## src/rtl/counter_disp_scan_if.sv

```systemverilog
// Bundle of the counter/display control and status signals between the
// user-project pads (master side) and counter_disp_scan (slave side).
interface counter_disp_scan_if #(
  parameter int NUM_BITS = 8,
  parameter int NUM_DISP = 3
);
  logic                cnt_start;
  logic                cnt_stop;
  logic                cnt_rst;
  logic                cnt_dir;
  logic                cnt_wrap;
  logic [NUM_BITS-1:0] cnt_max;
  logic [NUM_BITS-1:0] cnt_val;
  logic                running;
  logic                tc;
  logic                conv_busy;
  logic [6:0]          seg_out;
  logic [NUM_DISP-1:0] dig_en;

  modport master (
    output cnt_start, cnt_stop, cnt_rst, cnt_dir, cnt_wrap, cnt_max,
    input  cnt_val, running, tc, conv_busy, seg_out, dig_en
  );

  modport slave (
    input  cnt_start, cnt_stop, cnt_rst, cnt_dir, cnt_wrap, cnt_max,
    output cnt_val, running, tc, conv_busy, seg_out, dig_en
  );
endinterface

```

## src/rtl/counter_disp_scan.sv

```systemverilog
// Up/down counter with prescaler and wrap/saturate modes, feeding a sequential
// double-dabble BCD converter and an active-low multiplexed 7-segment scanner.
module counter_disp_scan #(
  parameter int NUM_BITS = 8,
  parameter int NUM_DISP = 3,
  parameter int TICK_DIV = 4,
  parameter int SCAN_DIV = 16
) (
  input  logic               clk,
  input  logic               rst,
  counter_disp_scan_if.slave bus
);
  localparam int PW = (TICK_DIV > 1) ? $clog2(TICK_DIV) : 1;
  localparam int SW = (SCAN_DIV > 1) ? $clog2(SCAN_DIV) : 1;
  localparam int IW = (NUM_DISP > 1) ? $clog2(NUM_DISP) : 1;
  localparam int KW = $clog2(NUM_BITS + 1);
  localparam int BW = 4 * NUM_DISP;
  localparam logic [PW-1:0] PRESC_LAST = PW'(TICK_DIV - 1);
  localparam logic [SW-1:0] SCAN_LAST  = SW'(SCAN_DIV - 1);
  localparam logic [IW-1:0] IDX_LAST   = IW'(NUM_DISP - 1);
  localparam logic [KW-1:0] BIT_LAST   = KW'(NUM_BITS - 1);

  typedef enum logic {S_STOP, S_RUN} run_state_t;
  typedef enum logic [1:0] {C_IDLE, C_SHIFT, C_DONE} conv_state_t;

  run_state_t          state_q, state_n;
  logic [NUM_BITS-1:0] cnt_q, cnt_n;
  logic [PW-1:0]       presc_q, presc_n;
  logic                tc_q, tc_n;

  always_ff @(posedge clk or negedge rst) begin
    if (!rst) begin
      state_q <= S_STOP;
      cnt_q   <= '0;
      presc_q <= '0;
      tc_q    <= 1'b0;
    end else begin
      state_q <= state_n;
      cnt_q   <= cnt_n;
      presc_q <= presc_n;
      tc_q    <= tc_n;
    end
  end

  // Clear beats stop beats start; a step only happens on the last prescaler count in RUN.
  always_comb begin
    state_n = state_q;
    cnt_n   = cnt_q;
    presc_n = presc_q;
    tc_n    = 1'b0;
    if (bus.cnt_rst) begin
      cnt_n   = bus.cnt_dir ? '0 : bus.cnt_max;
      presc_n = '0;
      state_n = S_STOP;
    end else if (bus.cnt_stop) begin
      state_n = S_STOP;
    end else if (state_q == S_STOP) begin
      if (bus.cnt_start) begin
        state_n = S_RUN;
        presc_n = '0;
      end
    end else if (presc_q != PRESC_LAST) begin
      presc_n = presc_q + 1'b1;
    end else begin
      presc_n = '0;
      if (bus.cnt_dir) begin
        if (cnt_q >= bus.cnt_max) begin
          tc_n = 1'b1;
          if (bus.cnt_wrap) begin
            cnt_n = '0;
          end else begin
            cnt_n   = bus.cnt_max;
            state_n = S_STOP;
          end
        end else begin
          cnt_n = cnt_q + 1'b1;
        end
      end else begin
        if (cnt_q == '0) begin
          tc_n = 1'b1;
          if (bus.cnt_wrap) begin
            cnt_n = bus.cnt_max;
          end else begin
            state_n = S_STOP;
          end
        end else begin
          cnt_n = cnt_q - 1'b1;
        end
      end
    end
  end

  conv_state_t         c_state_q, c_state_n;
  logic [NUM_BITS-1:0] cap_q, cap_n;
  logic [NUM_BITS-1:0] last_q, last_n;
  logic [BW-1:0]       scratch_q, scratch_n;
  logic [BW-1:0]       bcd_q, bcd_n;
  logic [BW-1:0]       adj;
  logic [KW-1:0]       bit_q, bit_n;
  logic                busy_q;

  always_ff @(posedge clk or negedge rst) begin
    if (!rst) begin
      c_state_q <= C_IDLE;
      cap_q     <= '0;
      last_q    <= '0;
      scratch_q <= '0;
      bcd_q     <= '0;
      bit_q     <= '0;
      busy_q    <= 1'b0;
    end else begin
      c_state_q <= c_state_n;
      cap_q     <= cap_n;
      last_q    <= last_n;
      scratch_q <= scratch_n;
      bcd_q     <= bcd_n;
      bit_q     <= bit_n;
      busy_q    <= (c_state_n != C_IDLE);
    end
  end

  always_comb begin
    adj = scratch_q;
    for (int k = 0; k < NUM_DISP; k++) begin
      if (scratch_q[k*4 +: 4] >= 4'd5) adj[k*4 +: 4] = scratch_q[k*4 +: 4] + 4'd3;
    end
  end

  // The captured value is rotated rather than shifted so it is intact again
  // after NUM_BITS steps and can be recorded as the last converted value.
  always_comb begin
    c_state_n = c_state_q;
    cap_n     = cap_q;
    last_n    = last_q;
    scratch_n = scratch_q;
    bcd_n     = bcd_q;
    bit_n     = bit_q;
    case (c_state_q)
      C_IDLE: begin
        if (cnt_q != last_q) begin
          cap_n     = cnt_q;
          scratch_n = '0;
          bit_n     = '0;
          c_state_n = C_SHIFT;
        end
      end
      C_SHIFT: begin
        scratch_n = {adj[BW-2:0], cap_q[NUM_BITS-1]};
        cap_n     = {cap_q[NUM_BITS-2:0], cap_q[NUM_BITS-1]};
        bit_n     = bit_q + 1'b1;
        if (bit_q == BIT_LAST) c_state_n = C_DONE;
      end
      C_DONE: begin
        bcd_n     = scratch_q;
        last_n    = cap_q;
        c_state_n = C_IDLE;
      end
      default: c_state_n = C_IDLE;
    endcase
  end

  logic [SW-1:0]       scan_q;
  logic [IW-1:0]       idx_q;
  logic [6:0]          seg_q, seg_n;
  logic [NUM_DISP-1:0] dig_q, dig_n;
  logic [3:0]          digit;
  logic                lead_zero;

  always_ff @(posedge clk or negedge rst) begin
    if (!rst) begin
      scan_q <= '0;
      idx_q  <= '0;
      seg_q  <= 7'h7F;
      dig_q  <= '1;
    end else begin
      seg_q <= seg_n;
      dig_q <= dig_n;
      if (scan_q == SCAN_LAST) begin
        scan_q <= '0;
        idx_q  <= (idx_q == IDX_LAST) ? '0 : idx_q + 1'b1;
      end else begin
        scan_q <= scan_q + 1'b1;
      end
    end
  end

  // A digit is blank when it and every more-significant digit are zero; digit 0 never blanks.
  always_comb begin
    digit     = 4'd0;
    lead_zero = 1'b1;
    dig_n     = '1;
    seg_n     = 7'h7F;
    for (int k = 0; k < NUM_DISP; k++) begin
      if (k == int'(idx_q)) begin
        digit    = bcd_q[k*4 +: 4];
        dig_n[k] = 1'b0;
      end
      if (k >= int'(idx_q) && bcd_q[k*4 +: 4] != 4'd0) lead_zero = 1'b0;
    end
    case (digit)
      4'd0:    seg_n = 7'h40;
      4'd1:    seg_n = 7'h79;
      4'd2:    seg_n = 7'h24;
      4'd3:    seg_n = 7'h30;
      4'd4:    seg_n = 7'h19;
      4'd5:    seg_n = 7'h12;
      4'd6:    seg_n = 7'h02;
      4'd7:    seg_n = 7'h78;
      4'd8:    seg_n = 7'h00;
      4'd9:    seg_n = 7'h10;
      default: seg_n = 7'h7F;
    endcase
    if (lead_zero && idx_q != '0) seg_n = 7'h7F;
  end

  assign bus.cnt_val   = cnt_q;
  assign bus.running   = (state_q == S_RUN);
  assign bus.tc        = tc_q;
  assign bus.conv_busy = busy_q;
  assign bus.seg_out   = seg_q;
  assign bus.dig_en    = dig_q;
endmodule

```

## src/flat_wrapper.sv

```systemverilog
// flat-port wrapper written by rule: the top's interface ports become plain ports
module counter_disp_scan_flat 
#(
  parameter int NUM_BITS = 8,
  parameter int NUM_DISP = 3,
  parameter int TICK_DIV = 4,
  parameter int SCAN_DIV = 16
)
  (clk, rst, bus_cnt_start, bus_cnt_stop, bus_cnt_rst, bus_cnt_dir, bus_cnt_wrap, bus_cnt_max, bus_cnt_val, bus_running, bus_tc, bus_conv_busy, bus_seg_out, bus_dig_en);
  counter_disp_scan_if #(.NUM_BITS(NUM_BITS), .NUM_DISP(NUM_DISP)) bus_i ();
  input  logic clk;
  input  logic rst;
  input wire logic [$bits(bus_i.cnt_start)-1:0] bus_cnt_start;
  input wire logic [$bits(bus_i.cnt_stop)-1:0] bus_cnt_stop;
  input wire logic [$bits(bus_i.cnt_rst)-1:0] bus_cnt_rst;
  input wire logic [$bits(bus_i.cnt_dir)-1:0] bus_cnt_dir;
  input wire logic [$bits(bus_i.cnt_wrap)-1:0] bus_cnt_wrap;
  input wire logic [$bits(bus_i.cnt_max)-1:0] bus_cnt_max;
  output wire logic [$bits(bus_i.cnt_val)-1:0] bus_cnt_val;
  output wire logic [$bits(bus_i.running)-1:0] bus_running;
  output wire logic [$bits(bus_i.tc)-1:0] bus_tc;
  output wire logic [$bits(bus_i.conv_busy)-1:0] bus_conv_busy;
  output wire logic [$bits(bus_i.seg_out)-1:0] bus_seg_out;
  output wire logic [$bits(bus_i.dig_en)-1:0] bus_dig_en;
  assign bus_i.cnt_start = bus_cnt_start;
  assign bus_i.cnt_stop = bus_cnt_stop;
  assign bus_i.cnt_rst = bus_cnt_rst;
  assign bus_i.cnt_dir = bus_cnt_dir;
  assign bus_i.cnt_wrap = bus_cnt_wrap;
  assign bus_i.cnt_max = bus_cnt_max;
  assign bus_cnt_val = bus_i.cnt_val;
  assign bus_running = bus_i.running;
  assign bus_tc = bus_i.tc;
  assign bus_conv_busy = bus_i.conv_busy;
  assign bus_seg_out = bus_i.seg_out;
  assign bus_dig_en = bus_i.dig_en;
  counter_disp_scan #(.NUM_BITS(NUM_BITS), .NUM_DISP(NUM_DISP), .TICK_DIV(TICK_DIV), .SCAN_DIV(SCAN_DIV)) u_core (.clk(clk), .rst(rst), .bus(bus_i));
endmodule
```

## config.mk

```make
export PLATFORM = sky130hd
export DESIGN_NAME = counter_disp_scan_flat
export DESIGN_NICKNAME = d
export VERILOG_FILES = /design/src/rtl/counter_disp_scan_if.sv /design/src/rtl/counter_disp_scan.sv /design/src/flat_wrapper.sv
export SDC_FILE = /design/constraint.sdc
export NUM_CORES = 1
export LEC_CHECK = 0
export CELL_PAD_IN_SITES_DETAIL_PLACEMENT = 1
export CELL_PAD_IN_SITES_GLOBAL_PLACEMENT = 1
export CORE_MARGIN = 8
export CORE_UTILIZATION = 53
export CTS_CLUSTER_DIAMETER = 100
export CTS_CLUSTER_SIZE = 10
export DETAILED_ROUTE_END_ITERATION = 10
export DONT_BUFFER_PORTS = 1
export GPL_TIMING_DRIVEN = 1
export PLACE_DENSITY_LB_ADDON = 0.1
export SYNTH_ARGS = -nofsm -noshare
export SYNTH_HDL_FRONTEND = slang
export SYNTH_SLANG_ARGS = --single-unit
```

## constraint.sdc

```tcl
create_clock -name clk -period 5.6 [get_ports clk]
set_input_delay 0.56 -clock clk [delete_from_list [all_inputs] [get_ports clk]]
set_output_delay 0.56 -clock clk [all_outputs]
set_load 0.02 [all_outputs]
```

# Word level (Yosys, flattened, before mapping)
# Memories as Yosys holds them, arrays and structs flattened.
# Index checks and enable logic that the tools add are counted.
[totals]
register_bits = 75
latch_bits = 0
mem_bits_rw = 0
mem_bits_ro = 112
in_bits = 15
out_inout_bits = 21
wordCells = 118
n_memories = 1
[memory_table]
columns = ["name", "depth", "width", "rd", "rd_ports_with_merged_regs", "wr", "line", "rtl"]
rows = [
  ["(name not given)", 16, 7, 1, 0, 0, "counter_disp_scan.sv:200", "case (digit)"],
]
[op_classes]
n_addsub = 9
mul = 0
div_mod_pow = 0
n_lt_le_gt_ge = 7
eq_ne = 13
shifts = 0
mux = 55
n_bitwise = 0
reduce_logical = 18
[op_table]
columns = ["cell", "count"]
rows = [
  ["8-bit 2-to-1 mux", 11],
  ["4-bit 2-to-1 mux", 7],
  ["12-bit case mux with 2 select lines", 1],
  ["1-bit 2-to-1 mux", 22],
  ["2-bit 2-to-1 mux", 8],
  ["8-bit case mux with 2 select lines", 1],
  ["4-bit by 3-bit >= comparator with 1-bit output, second input constant", 3],
  ["12-bit 2-to-1 mux", 1],
  ["4-bit nonzero test", 3],
  ["4-bit by 1-bit adder with 4-bit output, second input constant", 2],
  ["4-bit by 2-bit adder with 4-bit output, second input constant", 2],
  ["8-bit by 1-bit adder with 8-bit output, second input constant", 1],
  ["8-bit >= comparator", 1],
  ["8-bit logical NOT", 1],
  ["8-bit != test", 1],
  ["4-bit case mux with 2 select lines", 1],
  ["2-bit nonzero test", 4],
  ["8-bit by 1-bit subtractor with 8-bit output, second input constant", 1],
  ["7-bit 2-to-1 mux", 1],
  ["2-bit by 1-bit adder with 2-bit output, second input constant", 2],
  ["2-bit == test, first input constant", 2],
  ["2-bit == test, second input constant", 2],
  ["4-bit by 3-bit == test with 1-bit output, second input constant", 1],
  ["4-bit == test, second input constant", 1],
  ["14 further kinds", 22],
]

# Logic depth before layout (Yosys ltp)
[depth]
word_depth = 7
mapped_depth = 10
ltp_nobuf = 8

# Worst setup path before layout
# Ideal clock, no wire load.
[synth_timing]
kind = "flip-flop to flip-flop"
start = "reg u_core.cnt_q[0] (netlist: u_core.bus.cnt_val[0])"
end = "reg u_core.cnt_q[0] (netlist: u_core.bus.cnt_val[0])"
setup_time_ps = 126
arrival_time_ps = 2813
t_required_ps = 5474
slack_ps = 2661
stages_incl_launch_ff = 11
n_path_buf = 2
synth_period_minus_slack_ps = 2939
path_cell_list = "dfrtp_1 -> clkbuf_1 -> inv_1 -> ha_1 -> a31oi_1 -> nor2b_1 -> o311ai_0 -> and2_1 -> clkbuf_1 -> o21ai_0 -> a221o_1"
[synth_via]
elab_chain_len = 7
word_cells_on_any_way = 13
classes_between = "add/sub (2); order compare (1); eq/ne (1); mux (7); reduce/logical (2)"
[synth_rtl]
columns = ["element", "line", "rtl"]
rows = [
  ["start: declaration", "counter_disp_scan.sv:27", "logic [NUM_BITS-1:0] cnt_q, cnt_n;"],
  ["start signal: assignment", "counter_disp_scan.sv:39", "cnt_q <= cnt_n;"],
  ["8-bit by 1-bit subtractor with 8-bit output, or another cell as far along", "counter_disp_scan.sv:87", "cnt_n = cnt_q - 1'b1;"],
  ["8-bit 2-to-1 mux (on tied branches)", "counter_disp_scan.sv:79, counter_disp_scan.sv:67", ""],
  ["8-bit 2-to-1 mux", "counter_disp_scan.sv:66", "if (bus.cnt_dir) begin"],
  ["8-bit 2-to-1 mux", "counter_disp_scan.sv:62", "end else if (presc_q != PRESC_LAST) begin"],
  ["8-bit 2-to-1 mux", "counter_disp_scan.sv:57", "end else if (state_q == S_STOP) begin"],
  ["8-bit 2-to-1 mux", "counter_disp_scan.sv:55", "end else if (bus.cnt_stop) begin"],
  ["8-bit 2-to-1 mux", "counter_disp_scan.sv:51", "if (bus.cnt_rst) begin"],
]
# Several ways; a longest one is shown, not always the timed one. The select of a mux whose other input is x is not followed.
# A chain may end at the register's enable or synchronous reset.

# Final worst setup path
# Ends and elaborated chain as after synthesis.

==> metrics <==
grt ovf=0; vias per cell=5.91; RSZ-0062 raised after global routing=no; CP Capture Type=register; top-count cell post-synth=dfrtp_1; cell taking the most area after synthesis=dfrtp_1; final-layout fill cell count=909; min Tclk post-route=3.29 ns; sequential share of the synthesized area=0.438; crit path DAT=3.53 ns; post-route setup TNS=0 ns; Critical-path top delay cell=o311ai_0; Fin Clk Skew=0.00714 ns; r2r startpoint=u_core.bus.cnt_val[0]; Synth async-reset ratio=1.00; TritonCTS clock tree=yes; detailed placement HPWL=7.36 mm; Final ANT Viol Nets=0; Crit path required time=5.84 ns; Avg Cell Area, Syn=9.88 µm²; Worst-path clk slew=0.08 ns; share of layout cells above drive strength 1=0.114; WL/cell=19.2 µm; max-slew violations=0; H-tree depth=3; Worst-Skew Late Latency=0.35 ns; Hold Violations, Final=0; worst path cell trace=inv_1, ha_1, a31oi_1, nor2b_1, o311ai_0, and2_1, o21ai_0, a221o_1; # setup viols final=0; Worst R2R Path Depth=8; initial core utilization=0.536; Clock Path Buffers=2; Top FF cell, synth=dfrtp_1; Critical Path Stages=8; Syn-to-layout area delta=5.36%; worst vdd ir=0.000187 V; Worst Hold Class=in -> async; CTS buffer count=9; Max-Cap Viols=0; DRC=0; Die W=106 µm; Highest Clock Rate=304 MHz; vias in the first global route=3481; die height=106 µm; WP buf/inv=1; post-route clock period utilization=0.588; core region area=8050 µm²; Top delay family on crit path=compound AO/OA/AOI/OAI gates; Netlist cell types=54; crit path max fanout=10; Static Leakage=2.02 nW; Max stage delay on crit path=0.69 ns; number of core rows=33; # port buffers=0; Area contributors post-synth=dfrtp_1 38%, ha_1 7.2%, dfstp_2 6.1%; total number of vias=3155; Setup CP Type=reg -> reg; post-cts sizing count=0; final hold slack=0.0391 ns; Post-synth EDFFs=0; top-level I/O count=36; first-pass GRT wire length=17.5 mm; total track usage=0.192; initial antenna violation count=0; # diodes=0; Clock Sinks=75; FF+latch count, synth=75; Synthesis Warnings=0; syn nets=477; cells after synthesis=437; post-synth top area share=0.377; slew margin rel.=0.299; Final GP Congestion=0.874; drt first pass iters=4; die area=11300 µm²; Worst Setup SP=u_core.bus.cnt_val[0]; status=complete, no violations; Post-Route WL=10.2 mm; Post-synth top cells=65 x dfrtp_1, 42 x o21ai_0, 38 x nand2_1; Cell Area, Synth=4320 µm²; P per Cell Area=452 nW/µm²; largest net degree at the start of global routing=66; Initial DRC Count=151; measured slew at the worst slew-check pin=1.05 ns; nets@finish=464; Startpoint Class=register; CTS root buf=clkbuf_8
==> cell type report <==
class / count / area (µm²) / share of cell area
multi-input cells: 314 / 2210 / 0.487
inverters: 21 / 78.8 / 0.0173
clock inverters: 6 / 63.8 / 0.0140
clock buffers: 10 / 128 / 0.0281
flip-flops and latches: 75 / 1890 / 0.415
well taps: 105 / 131 / 0.0289
repair buffers: 3 / 42.5 / 0.00935
==> final timing paths <==
path,to,slack (ns)
worst min-delay path,u_core.bus.seg_out[2],0.04
max in group asynchronous,u_core.c_state_q[1],5.25
min in group clk,u_core.presc_q[1],0.27
worst max-delay path,u_core.bus.cnt_val[0],2.31
worst min register to register,u_core.c_state_q[1],0.48
worst max register to register,u_core.bus.cnt_val[0],2.31
==> logic make-up (layout without fill, tap and decap cells) <==
kind of cell | after synthesis | after routing | share of synthesized area
simple gates | 128 | 128 | 0.149
compound gates | 101 | 101 | 0.156
flops | 75 | 75 | 0.438
buf+inv | 48 | 40 | 0.0493
mux | 34 | 34 | 0.0829
xor+xnor | 26 | 26 | 0.0528
fa+ha+maj | 25 | 25 | 0.0725
==> cells in the final DEF (no fill, tap or decap), types with 12 or more instances in the layout <==
master / netlist / final
ha_1: 25 / 25
a21oi_1: 15 / 15
nand2_1: 38 / 38
inv_1: 21 / 21
nand2b_1: 12 / 12
nand3_1: 21 / 21
mux2i_1: 20 / 20
xnor2_1: 16 / 16
mux2_2: 14 / 14
nor2_1: 20 / 20
dfrtp_1: 65 / 65
o21ai_0: 42 / 42
==> routing by layer <==
layer	track usage	up-vias	part of all wire
met2	0.331	46	0.51
met4	0.0673	0	0.012
met3	0.0472	10	0.040
met1	0.229	1592	0.44
li1	-	1507	-
met5	0	-	0
==> what timing repair did <==
| item | in CTS | in global routing |
|---|---|---|
| setup buffers | 0 | 0 |
| hold endpoints to repair | 65 | 0 |
| hold buffers | 1 | 0 |
==> where the power goes <==
| group | internal (mW) | total, mW | leakage [nW] | switching (mW) |
|---|---|---|---|---|
| clock network | 0.206 | 0.418 | 0.0927 | 0.212 |
| registers | 0.722 | 0.911 | 0.959 | 0.189 |
| logic | 0.322 | 0.729 | 0.965 | 0.407 |
| total | 1.25 | 2.06 | 2.02 | 0.808 |
==> registers in the layout, summed over array words and instances (netlist names) <==
register / cells
u_core.bus.tc: 1
u_core.bus.conv_busy: 1
u_core.scratch_q: 12
u_core.bus.seg_out: 7
u_core.idx_q: 2
u_core.presc_q: 2
u_core.bit_q: 4
u_core.scan_q: 4
u_core.bus.cnt_val: 8
u_core.c_state_q: 2
u_core.cap_q: 8
u_core.bus.dig_en: 3
u_core.bcd_q: 12
u_core.last_q: 8
u_core.bus.running: 1
==> per-stage QoR <==
step	cell area (µm²)	total power [mW]	util	instances	setup WS, ns
CTS	4550	2.08	0.565	534	2.34
floorplan	4320	1.44	-	437	2.66
global placement	4330	1.58	0.538	517	2.55
global route	4550	2.21	0.565	534	2.16
finish	4550	2.06	0.565	534	2.31
detailed placement	4330	1.64	0.538	517	2.37
No activity file was read; power rests on OpenSTA's default activity.
